File: src/rtl/vend_ctrl_param.sv
// rtl/vend_ctrl_param.sv - parametrised vending controller with credit, refund, timeout and change return
// Optional per-item stock tracking is enabled by defining VEND_STOCK_EN.
module vend_ctrl_param #(
    parameter int                     N_ITEMS     = 5,
    parameter int                     MW          = 7,
    parameter int                     MAX_CREDIT  = 100,
    parameter logic [N_ITEMS*MW-1:0]  PRICE_TABLE = {7'd50, 7'd30, 7'd20, 7'd10, 7'd5},
    parameter int                     TIMEOUT_CYC = 1000,
    parameter int                     STOCK_W     = 4,
    parameter int                     STOCK_INIT  = 8
) (
    input  logic                       clk_i,
    input  logic                       rst_ni,
    input  logic                       coin_valid_i,
    input  logic [MW-1:0]              coin_value_i,
    input  logic                       sel_valid_i,
    input  logic [$clog2(N_ITEMS)-1:0] sel_i,
    input  logic                       cancel_i,
`ifdef VEND_STOCK_EN
    input  logic                       restock_valid_i,
    input  logic [$clog2(N_ITEMS)-1:0] restock_sel_i,
    output logic                       sold_out_o,
`endif
    output logic [MW-1:0]              credit_o,
    output logic                       busy_o,
    output logic [N_ITEMS-1:0]         dispense_o,
    output logic [MW-1:0]              change_o,
    output logic                       change_valid_o,
    output logic                       coin_reject_o,
    output logic                       sel_error_o
);

    localparam int SW    = $clog2(N_ITEMS);
    localparam int SEL_N = 1 << SW;
    localparam int TW    = (TIMEOUT_CYC > 1) ? $clog2(TIMEOUT_CYC) : 1;

    typedef enum logic [1:0] {S_IDLE, S_CREDIT, S_VEND, S_REFUND} state_t;

    state_t             state_q, state_d;
    logic [MW-1:0]      credit_q, credit_d;
    logic [MW-1:0]      change_q, change_d;
    logic               change_valid_q, change_valid_d;
    logic [N_ITEMS-1:0] dispense_q, dispense_d;
    logic               coin_reject_q, coin_reject_d;
    logic               sel_error_q, sel_error_d;
    logic               busy_q, busy_d;
    logic [TW-1:0]      tmo_q, tmo_d;
    logic [MW-1:0]      price_w [SEL_N];
    logic [MW:0]        coin_sum;
    logic               coin_ok;
    logic               sel_ok;
    logic               do_refund;
`ifdef VEND_STOCK_EN
    logic [STOCK_W-1:0] stock_q [SEL_N];
    logic [STOCK_W-1:0] stock_d [SEL_N];
    logic               sold_out_q, sold_out_d;
`endif

    // Unused upper slots of the power-of-two table read as price 0; sel_ok keeps them unreachable.
    for (genvar g = 0; g < SEL_N; g++) begin : g_price
        if (g < N_ITEMS) begin : g_real
            assign price_w[g] = PRICE_TABLE[g*MW +: MW];
        end else begin : g_pad
            assign price_w[g] = '0;
        end
    end

    assign coin_sum = {1'b0, credit_q} + {1'b0, coin_value_i};
    assign coin_ok  = ((coin_value_i == MW'(5)) || (coin_value_i == MW'(10)) ||
                       (coin_value_i == MW'(20)) || (coin_value_i == MW'(50))) &&
                      (coin_sum <= (MW+1)'(MAX_CREDIT));
    assign sel_ok   = (32'(sel_i) < N_ITEMS);

    always_comb begin
        state_d        = state_q;
        credit_d       = credit_q;
        change_d       = '0;
        change_valid_d = 1'b0;
        dispense_d     = '0;
        coin_reject_d  = 1'b0;
        sel_error_d    = 1'b0;
        busy_d         = 1'b0;
        tmo_d          = '0;
        do_refund      = 1'b0;
`ifdef VEND_STOCK_EN
        stock_d        = stock_q;
        sold_out_d     = 1'b0;
`endif
        case (state_q)
            S_IDLE, S_CREDIT: begin
                if (cancel_i && state_q == S_CREDIT) begin
                    do_refund     = 1'b1;
                    coin_reject_d = coin_valid_i;
                end else if (sel_valid_i) begin
                    coin_reject_d = coin_valid_i;
                    if (!sel_ok || credit_q < price_w[sel_i]) begin
                        sel_error_d = 1'b1;
`ifdef VEND_STOCK_EN
                    end else if (stock_q[sel_i] == '0) begin
                        sold_out_d = 1'b1;
`endif
                    end else begin
                        state_d        = S_VEND;
                        dispense_d     = N_ITEMS'(1) << sel_i;
                        change_d       = credit_q - price_w[sel_i];
                        change_valid_d = 1'b1;
                        busy_d         = 1'b1;
`ifdef VEND_STOCK_EN
                        stock_d[sel_i] = stock_q[sel_i] - 1'b1;
`endif
                    end
                end else if (coin_valid_i) begin
                    if (coin_ok) begin
                        credit_d = coin_sum[MW-1:0];
                        state_d  = S_CREDIT;
                    end else begin
                        coin_reject_d = 1'b1;
                    end
                end else if (state_q == S_CREDIT && TIMEOUT_CYC != 0) begin
                    if (tmo_q == TW'(TIMEOUT_CYC - 1)) begin
                        do_refund = 1'b1;
                    end else begin
                        tmo_d = tmo_q + 1'b1;
                    end
                end
            end
            default: begin
                // VEND and REFUND last one cycle; credit is consumed on the way out.
                state_d       = S_IDLE;
                credit_d      = '0;
                coin_reject_d = coin_valid_i;
            end
        endcase
        if (do_refund) begin
            state_d        = S_REFUND;
            change_d       = credit_q;
            change_valid_d = 1'b1;
            busy_d         = 1'b1;
        end
`ifdef VEND_STOCK_EN
        if (restock_valid_i && 32'(restock_sel_i) < N_ITEMS) begin
            stock_d[restock_sel_i] = '1;
        end
`endif
    end

    always_ff @(posedge clk_i or negedge rst_ni) begin
        if (!rst_ni) begin
            state_q        <= S_IDLE;
            credit_q       <= '0;
            change_q       <= '0;
            change_valid_q <= 1'b0;
            dispense_q     <= '0;
            coin_reject_q  <= 1'b0;
            sel_error_q    <= 1'b0;
            busy_q         <= 1'b0;
            tmo_q          <= '0;
        end else begin
            state_q        <= state_d;
            credit_q       <= credit_d;
            change_q       <= change_d;
            change_valid_q <= change_valid_d;
            dispense_q     <= dispense_d;
            coin_reject_q  <= coin_reject_d;
            sel_error_q    <= sel_error_d;
            busy_q         <= busy_d;
            tmo_q          <= tmo_d;
        end
    end

`ifdef VEND_STOCK_EN
    always_ff @(posedge clk_i or negedge rst_ni) begin
        if (!rst_ni) begin
            for (int i = 0; i < SEL_N; i++) begin
                stock_q[i] <= STOCK_W'(STOCK_INIT);
            end
            sold_out_q <= 1'b0;
        end else begin
            stock_q    <= stock_d;
            sold_out_q <= sold_out_d;
        end
    end

    assign sold_out_o = sold_out_q;
`endif

    assign credit_o       = credit_q;
    assign busy_o         = busy_q;
    assign dispense_o     = dispense_q;
    assign change_o       = change_q;
    assign change_valid_o = change_valid_q;
    assign coin_reject_o  = coin_reject_q;
    assign sel_error_o    = sel_error_q;

endmodule

File: config.mk
export PLATFORM = sky130hd
export DESIGN_NAME = vend_ctrl_param
export DESIGN_NICKNAME = d
export VERILOG_FILES = /design/src/rtl/vend_ctrl_param.sv
export SDC_FILE = /design/constraint.sdc
export NUM_CORES = 1
export LEC_CHECK = 0
export ABC_AREA = 1
export CORE_MARGIN = 1.5
export CORE_UTILIZATION = 48
export CTS_BUF_LIST = sky130_fd_sc_hd__clkbuf_8 sky130_fd_sc_hd__clkbuf_16
export CTS_CLUSTER_DIAMETER = 80
export DETAILED_ROUTE_END_ITERATION = 6
export GPL_TIMING_DRIVEN = 1
export PLACE_DENSITY = 0.77
export SLEW_MARGIN = 20
export SYNTH_ARGS = -nofsm -noshare
export SYNTH_HDL_FRONTEND = slang
export SYNTH_SLANG_ARGS = --single-unit
File: constraint.sdc
create_clock -name clk_i -period 1.9 [get_ports clk_i]
set_clock_uncertainty 0.15 [all_clocks]
set_input_delay 0.38 -clock clk_i [delete_from_list [all_inputs] [get_ports clk_i]]
set_output_delay 0.38 -clock clk_i [all_outputs]
set_load 0.02 [all_outputs]
==> flow_summary.json, run 1 <==
{
  "outcome": "finished, violations left",
  "failed_checks": "setup timing",
  "rows": 24,
  "vias": 2341,
  "syn_to_final_growth_pct": 59.9,
  "hold_viol_final": 0,
  "syn_area_mm2": 0.00220,
  "post-route-min-period_ps": 2140,
  "ys_async_sr_fraction_pct": 100,
  "slew_viol_final": 0,
  "via_per_inst": 5.23,
  "die_h_um": 70.7,
  "hpwl_um": 4200,
  "synthDistinctLibCells": 34,
  "synth.area.top_cells": "dfrtp_1 39%, nand2_1 13%, ha_1 8.0%",
  "worst-path-max-fanout": 8,
  "netlist_instances": 289,
  "dieArea_mm2": 0.00500,
  "critPathArrivalTime_ps": 2180,
  "gp_congestion": 0.823,
  "clk_pin_slew_ps": 70,
  "hold_path.class": "in2reg",
  "clk_latency_ps": 300,
  "cts_buffers": 5,
  "r2r_slack_ps": -240,
  "clk_path_buf_depth": 2,
  "start_kind": "flip-flop",
  "ys_seq_elements": 34,
  "postRouteWirelength_um": 6590,
  "wire_per_inst_um": 14.7,
  "synth_edf_count": 0,
  "firstDrtPassIters": 5,
  "yosysSeqAreaShare_pct": 38.7,
  "post-route-period-util_pct": 113,
  "yosys.area.top_type": "dfrtp_1",
  "start_util_pct": 50.2,
  "die_x_um": 70.7,
  "cts-root-buf": "clkbuf_8",
  "num_antenna_cells": 0,
  "nFillCells": 287,
  "htree_levels": 2,
  "grt_max_degree": 35,
  "synth_top_cell_area_share_pct": 38.7,
  "worst_pin_slew_ps": 431,
  "drc_errors": 0,
  "grt_usage_pct": 26.3,
  "power_density_mw_per_mm2": 1030,
  "worstSetupEndpointType": "flip-flop",
  "final.setup.worst_slack_ps": -239,
  "crit_type": "reg2reg",
  "synth_fp_nets": 320,
  "max_freq_mhz": 468,
  "clock-sinks": 34,
  "rsz0062_at_grt": "true",
  "yosys_warnings": 0,
  "instances_no_fill": 448,
  "layout_common_cells": "61 x nand2_1, 61 x buf_4, 33 x nor2_1, 31 x dfrtp_1, 28 x inv_1",
  "numPortBuffers": 37,
  "ir_drop_mv": 0.796,
  "core_mm2": 0.00438,
  "avgSynthCellArea_um2": 7.62,
  "ant_nets": 0,
  "finish.utilization_pct": 80.3,
  "pin_count": 38,
  "grt_pass1_vias": 2309,
  "cts_tree": "done",
  "grt_first_pass_wirelength_um": 10400,
  "final_nets": 427,
  "grt-ovfl-total": 0,
  "drive_gt1_share_pct": 37.9,
  "slew_headroom_pct": 71.3,
  "synth_top_flop_cell": "dfrtp_1",
  "dp.cells": 429,
  "crit_required_ps": 1940,
  "antenna_found_initial": 0,
  "maxCapViolations": 0,
  "leakage_nw": 1.78,
  "timing.hold.ws_ps": 82.0,
  "dr.first_iter.drc_count": 129,
  "setup_violations": 23
}
==> synthesized netlist by cell type, types with 2 or more instances <==
cell type / number
clkinv_1: 2
nor3_1: 5
nand3_2: 2
nand2_2: 2
nand2_1: 74
nand4_1: 7
o31ai_1: 2
xor2_1: 7
xnor2_1: 2
nand3_1: 23
o21ai_0: 5
buf_4: 2
inv_1: 33
nand2_4: 2
a21oi_1: 8
dfrtp_1: 34
inv_2: 9
o21ai_1: 5
fa_1: 2
ha_1: 14
nor4_1: 3
nor2_1: 34
==> path summary, 6_finish.rpt <==
path / startpoint / to / depth (start not counted)
worst max-delay path: credit_o[0]$_DFFE_PN0P_ / credit_o[3]$_DFFE_PN0P_ / 13
worst min register to register: tmo_q[0]$_DFF_PN0_ / tmo_q[0]$_DFF_PN0_ / 1
max in group asynchronous: rst_ni / credit_o[1]$_DFFE_PN0P_ / 2
worst min-delay path: sel_i[0] / dispense_o[2]$_DFF_PN0_ / 2
min in group asynchronous: rst_ni / dispense_o[3]$_DFF_PN0_ / 2
worst max register to register: credit_o[0]$_DFFE_PN0P_ / credit_o[3]$_DFFE_PN0P_ / 13
==> what timing repair did <==
item                                    in CTS  in global routing
hold buffers                                 0                  0
setup buffers                                9                  2
cloned                                       1                  0
gates resized for setup                     52                 20
endpoints found under the setup margin      31                 25
pin swaps                                   17                 11
==> state kept, by name, indices dropped and copies added, names as in the netlist <==
register	count
tmo_q	10
change_o	7
credit_o	7
dispense_o	5
state_q	2
busy_o	1
coin_reject_o	1
sel_error_o	1
==> layer usage <==
layer	GRT usage, %	share of wire [%]	vias to the layer above
met5	0	0	-
met4	9.64	3.5	0
met3	4.27	4.5	24
met2	47.8	51	80
met1	31.3	41	1100
li1	-	-	1137
==> cells by family (layout without fill, tap and decap cells) <==
family | count (synthesis) | in the layout | synth area share, %
and+or+nand+nor | 159 | 160 | 33.5
buffers and inverters | 48 | 154 | 8.64
DFF | 34 | 34 | 38.7
AOI/OAI and AO/OA | 23 | 23 | 5.86
adders and majority gates | 16 | 16 | 9.78
xor gates and xnor gates | 9 | 9 | 3.58
==> report_power, final <==
group / total, W / internal [W] / switching [W]
Clock: 0.000692 / 0.000420 / 0.000273
Combinational: 0.00203 / 0.000950 / 0.00108
Sequential: 0.000908 / 0.000827 / 0.0000804
Total: 0.00363 / 0.00220 / 0.00143
==> cell type report <==
class	instances	area (um^2)	share of cell area [%]
clock buffers	6	82.6	2.35
inverters	45	174	4.94
multi-input cells	208	1440	40.8
clock inverters	1	30.0	0.853
flip-flops and latches	34	855	24.3
well taps	52	65.1	1.85
repair buffers	102	877	24.9
==> metrics by stage <==
stage                     setup TNS [ps]  power, W  worst slack, ps  cell area, um^2
after floorplan                    -2270   0.00182             -183             2270
after global placement            -17480   0.00248             -841             3090
after detailed placement          -18660   0.00252             -902             3090
after CTS                          -2540   0.00345             -215             3430
after global routing               -5730   0.00382             -360             3520
final                              -3100   0.00363             -239             3520
==> worst max-delay path, stage by stage, from the launching register on <==
cell and delay [ps]:
dfrtp_2 390, ha_4 140, inv_2 30, fa_2 340
xnor2_1 280, o21ai_2 120, nand3_2 90, nand3_2 90
nand2_2 100, inv_4 70, nand2_8 80, nand2_4 60
nand2_2 60, nand2_2 40
Note: power is estimated with default switching activity, not from simulation.
==> run 2, diff against run 1 <==
--- a/config.mk
+++ b/config.mk
@@ -5,7 +5,6 @@
 export SDC_FILE = /design/constraint.sdc
 export NUM_CORES = 1
 export LEC_CHECK = 0
-export ABC_AREA = 1
 export CORE_MARGIN = 1.5
 export CORE_UTILIZATION = 48
 export CTS_BUF_LIST = sky130_fd_sc_hd__clkbuf_8 sky130_fd_sc_hd__clkbuf_16
==> run 2 against run 1 <==
- the run still ends with setup timing left
- via count shrank 2.1%
- sequential share of layout area shrank 1.1 points
- die area is the same
- critical path type is now in2reg
- largest power group unchanged
==> flow_summary.json, run 2 <==
{
  "synthMostInstantiatedCell": "dfrtp_1",
  "synth_fp_nets": 263,
  "synth_edf_count": 0,
  "r2r_cells": 10,
  "yosys.area.top_type": "dfrtp_1",
  "antenna_found_initial": 0,
  "power_density_mw_per_mm2": 652,
  "max_freq_mhz": 390,
  "rr_endpoint": "credit_o[2]$_DFFE_PN0P_",
  "drive_gt1_share_pct": 44.7,
  "worst_pin_slew_ps": 437,
  "grt_max_degree": 35,
  "avgSynthCellArea_um2": 9.49,
  "leakage_nw": 1.72,
  "wire_per_inst_um": 17.9,
  "syn_area_mm2": 0.00220,
  "wl_met1_um": 2840,
  "dr.first_iter.drc_count": 109,
  "r2r-start": "credit_o[0]$_DFFE_PN0P_",
  "postRouteWirelength_um": 7170,
  "hold_path.class": "in2reg",
  "layout.cells.most_common": "buf_4",
  "gp_congestion": 0.832,
  "ant_nets": 0,
  "slew_headroom_pct": 70.8,
  "layout_common_cells": "69 x buf_4, 32 x dfrtp_1, 23 x clkdlybuf4s50_1, 18 x nor2_1",
  "met2WireLength_um": 3760,
  "setup_violations": 24,
  "via_per_inst": 5.71,
  "regMostFlops": "tmo_q",
  "grt-ovfl-total": 0,
  "finalSetupTns_ps": -8830,
  "hold_depth": 3,
  "vias": 2291,
  "numPortBuffers": 37,
  "syn_to_final_growth_pct": 67.3,
  "ys_seq_elements": 34,
  "synth.area.top_cells": "dfrtp_1 39%, ha_1 8.0%, o21ai_0 4.3%",
  "ir_drop_mv": 0.364,
  "synth_top_cell_area_share_pct": 38.7,
  "grt_first_pass_wirelength_um": 10400,
  "slew_viol_final": 0,
  "hold_viol_final": 0,
  "post-route-min-period_ps": 2570,
  "netlist_instances": 232,
  "crit_required_ps": 1950,
  "pin_count": 38,
  "worstSetupEndpointType": "flip-flop",
  "htree_levels": 2,
  "worstHoldStart": "sel_i[1]",
  "largest_reg_flops": 10,
  "failed_checks": "setup timing",
  "dieArea_mm2": 0.00500,
  "post-route-period-util_pct": 135,
  "clk_latency_ps": 290,
  "clock-sinks": 34,
  "final_nets": 379,
  "grt_pass1_vias": 2186,
  "rsz0062_at_grt": "true",
  "start_util_pct": 50.2,
  "die_h_um": 70.7,
  "cts-root-buf": "clkbuf_8",
  "core_mm2": 0.00438,
  "start_kind": "primary input",
  "hold_buffers": 0,
  "clk_pin_slew_ps": 70,
  "die_x_um": 70.7,
  "cts_buffers": 5,
  "yosysSeqAreaShare_pct": 38.7,
  "outcome": "finished, violations left",
  "yosys_warnings": 0,
  "crit_type": "in2reg",
  "ys_async_sr_fraction_pct": 100,
  "worst-path-max-fanout": 5,
  "routed-wl-met3_um": 295,
  "cts_tree": "done",
  "r2r_slack_ps": -640,
  "grt_usage_pct": 26.2,
  "clk_path_buf_depth": 2,
  "firstDrtPassIters": 4,
  "maxCapViolations": 0,
  "num_antenna_cells": 0,
  "synthDistinctLibCells": 51,
  "place_ws_ps": -1200,
  "synth_top_flop_cell": "dfrtp_1",
  "synth_top_cells_by_count": "34 x dfrtp_1, 21 x nor2_1, 19 x o21ai_0, 16 x nand2_1, 14 x ha_1",
  "hold_end": "dispense_o[0]$_DFF_PN0_",
  "critPathArrivalTime_ps": 2610,
  "rows": 24,
  "final.setup.worst_slack_ps": -666,
  "top_layer_used": "met4",
  "hpwl_um": 4170,
  "drc_errors": 0
}
## run 2: changes by cell type after synthesis, sizes merged, moves of 6 or more
cell	delta
nor2	-15
nand2	-62
nand4	-6
inv	-34
nand3	-20
o21ai	+10
nand2b	+12
nor2b	+9
## run 2: layout make-up
| type | count | area (um^2) |
|---|---|---|
| fill | 240 | 703 |
| clock inverter | 2 | 8.76 |
| multi-input combinational | 182 | 1650 |
| tap | 52 | 65.1 |
| timing repair buffer | 116 | 986 |
| inverter | 9 | 36.3 |
| sequential | 34 | 853 |
| clock buffer | 6 | 82.6 |
## run 2: how the worst max path moves through the flow
stage	start	cells after the start	slack (ps)	end
6_report	coin_value_i[2]	9	-670	credit_o[2]$_DFFE_PN0P_
5_1_grt	credit_o[0]$_DFFE_PN0P_	10	-750	credit_o[2]$_DFFE_PN0P_
4_1_cts	credit_o[0]$_DFFE_PN0P_	9	-600	credit_o[3]$_DFFE_PN0P_
3_5_place_dp	coin_value_i[0]	11	-1200	credit_o[0]$_DFFE_PN0P_
3_3_place_gp	coin_value_i[0]	10	-1130	credit_o[1]$_DFFE_PN0P_
2_1_floorplan	credit_o[0]$_DFFE_PN0P_	9	-670	credit_o[1]$_DFFE_PN0P_
## run 2: repair_timing
item	CTS	global route
pin swaps	21	18
setup endpoints to repair	31	24
setup buffers	8	8
resized for setup	57	38
## run 2: routing by layer
layer	global-route usage, %	vias up
li1	-	1059
met1	32.8	1120
met2	46.3	87
met3	3.13	25
met4	9.43	0
met5	0	-
## run 2: cell families after synthesis
family | synth area share [%]
AOI/OAI and AO/OA | 16.5
xor gates and xnor gates | 5.17
adders and majority gates | 9.78
buffers and inverters | 2.96
DFF | 38.7
muxes | 4.32
and+or+nand+nor | 22.6
## run 2: worst max-delay path: stages
cell and delay (ps):
clkdlybuf4s50_1 540, ha_4 230, o21ai_1 190, o21bai_2 130, a31oi_1 230, o211ai_2 160
o2111ai_4 350, buf_6 170, mux2i_1 220
## run 2: report_power, final
part	leakage (nW)	internal, W	switching [W]
Sequential	0.464	0.000776	0.0000491
Combinational	1.20	0.000518	0.000503
Clock	0.0524	0.000287	0.000267
## run 2: metrics by stage
stage               instances  util (%)  cell area, um^2  power (W)  hold WS, ps
floorplan                 232         -             2310    0.00126        -65.6
global route              401      84.0             3680    0.00250          260
finish                    401      84.0             3680    0.00240          259
global placement          378      72.2             3170    0.00162          335
detailed placement        378      72.2             3170    0.00164          343
CTS                       394      79.3             3470    0.00226          267
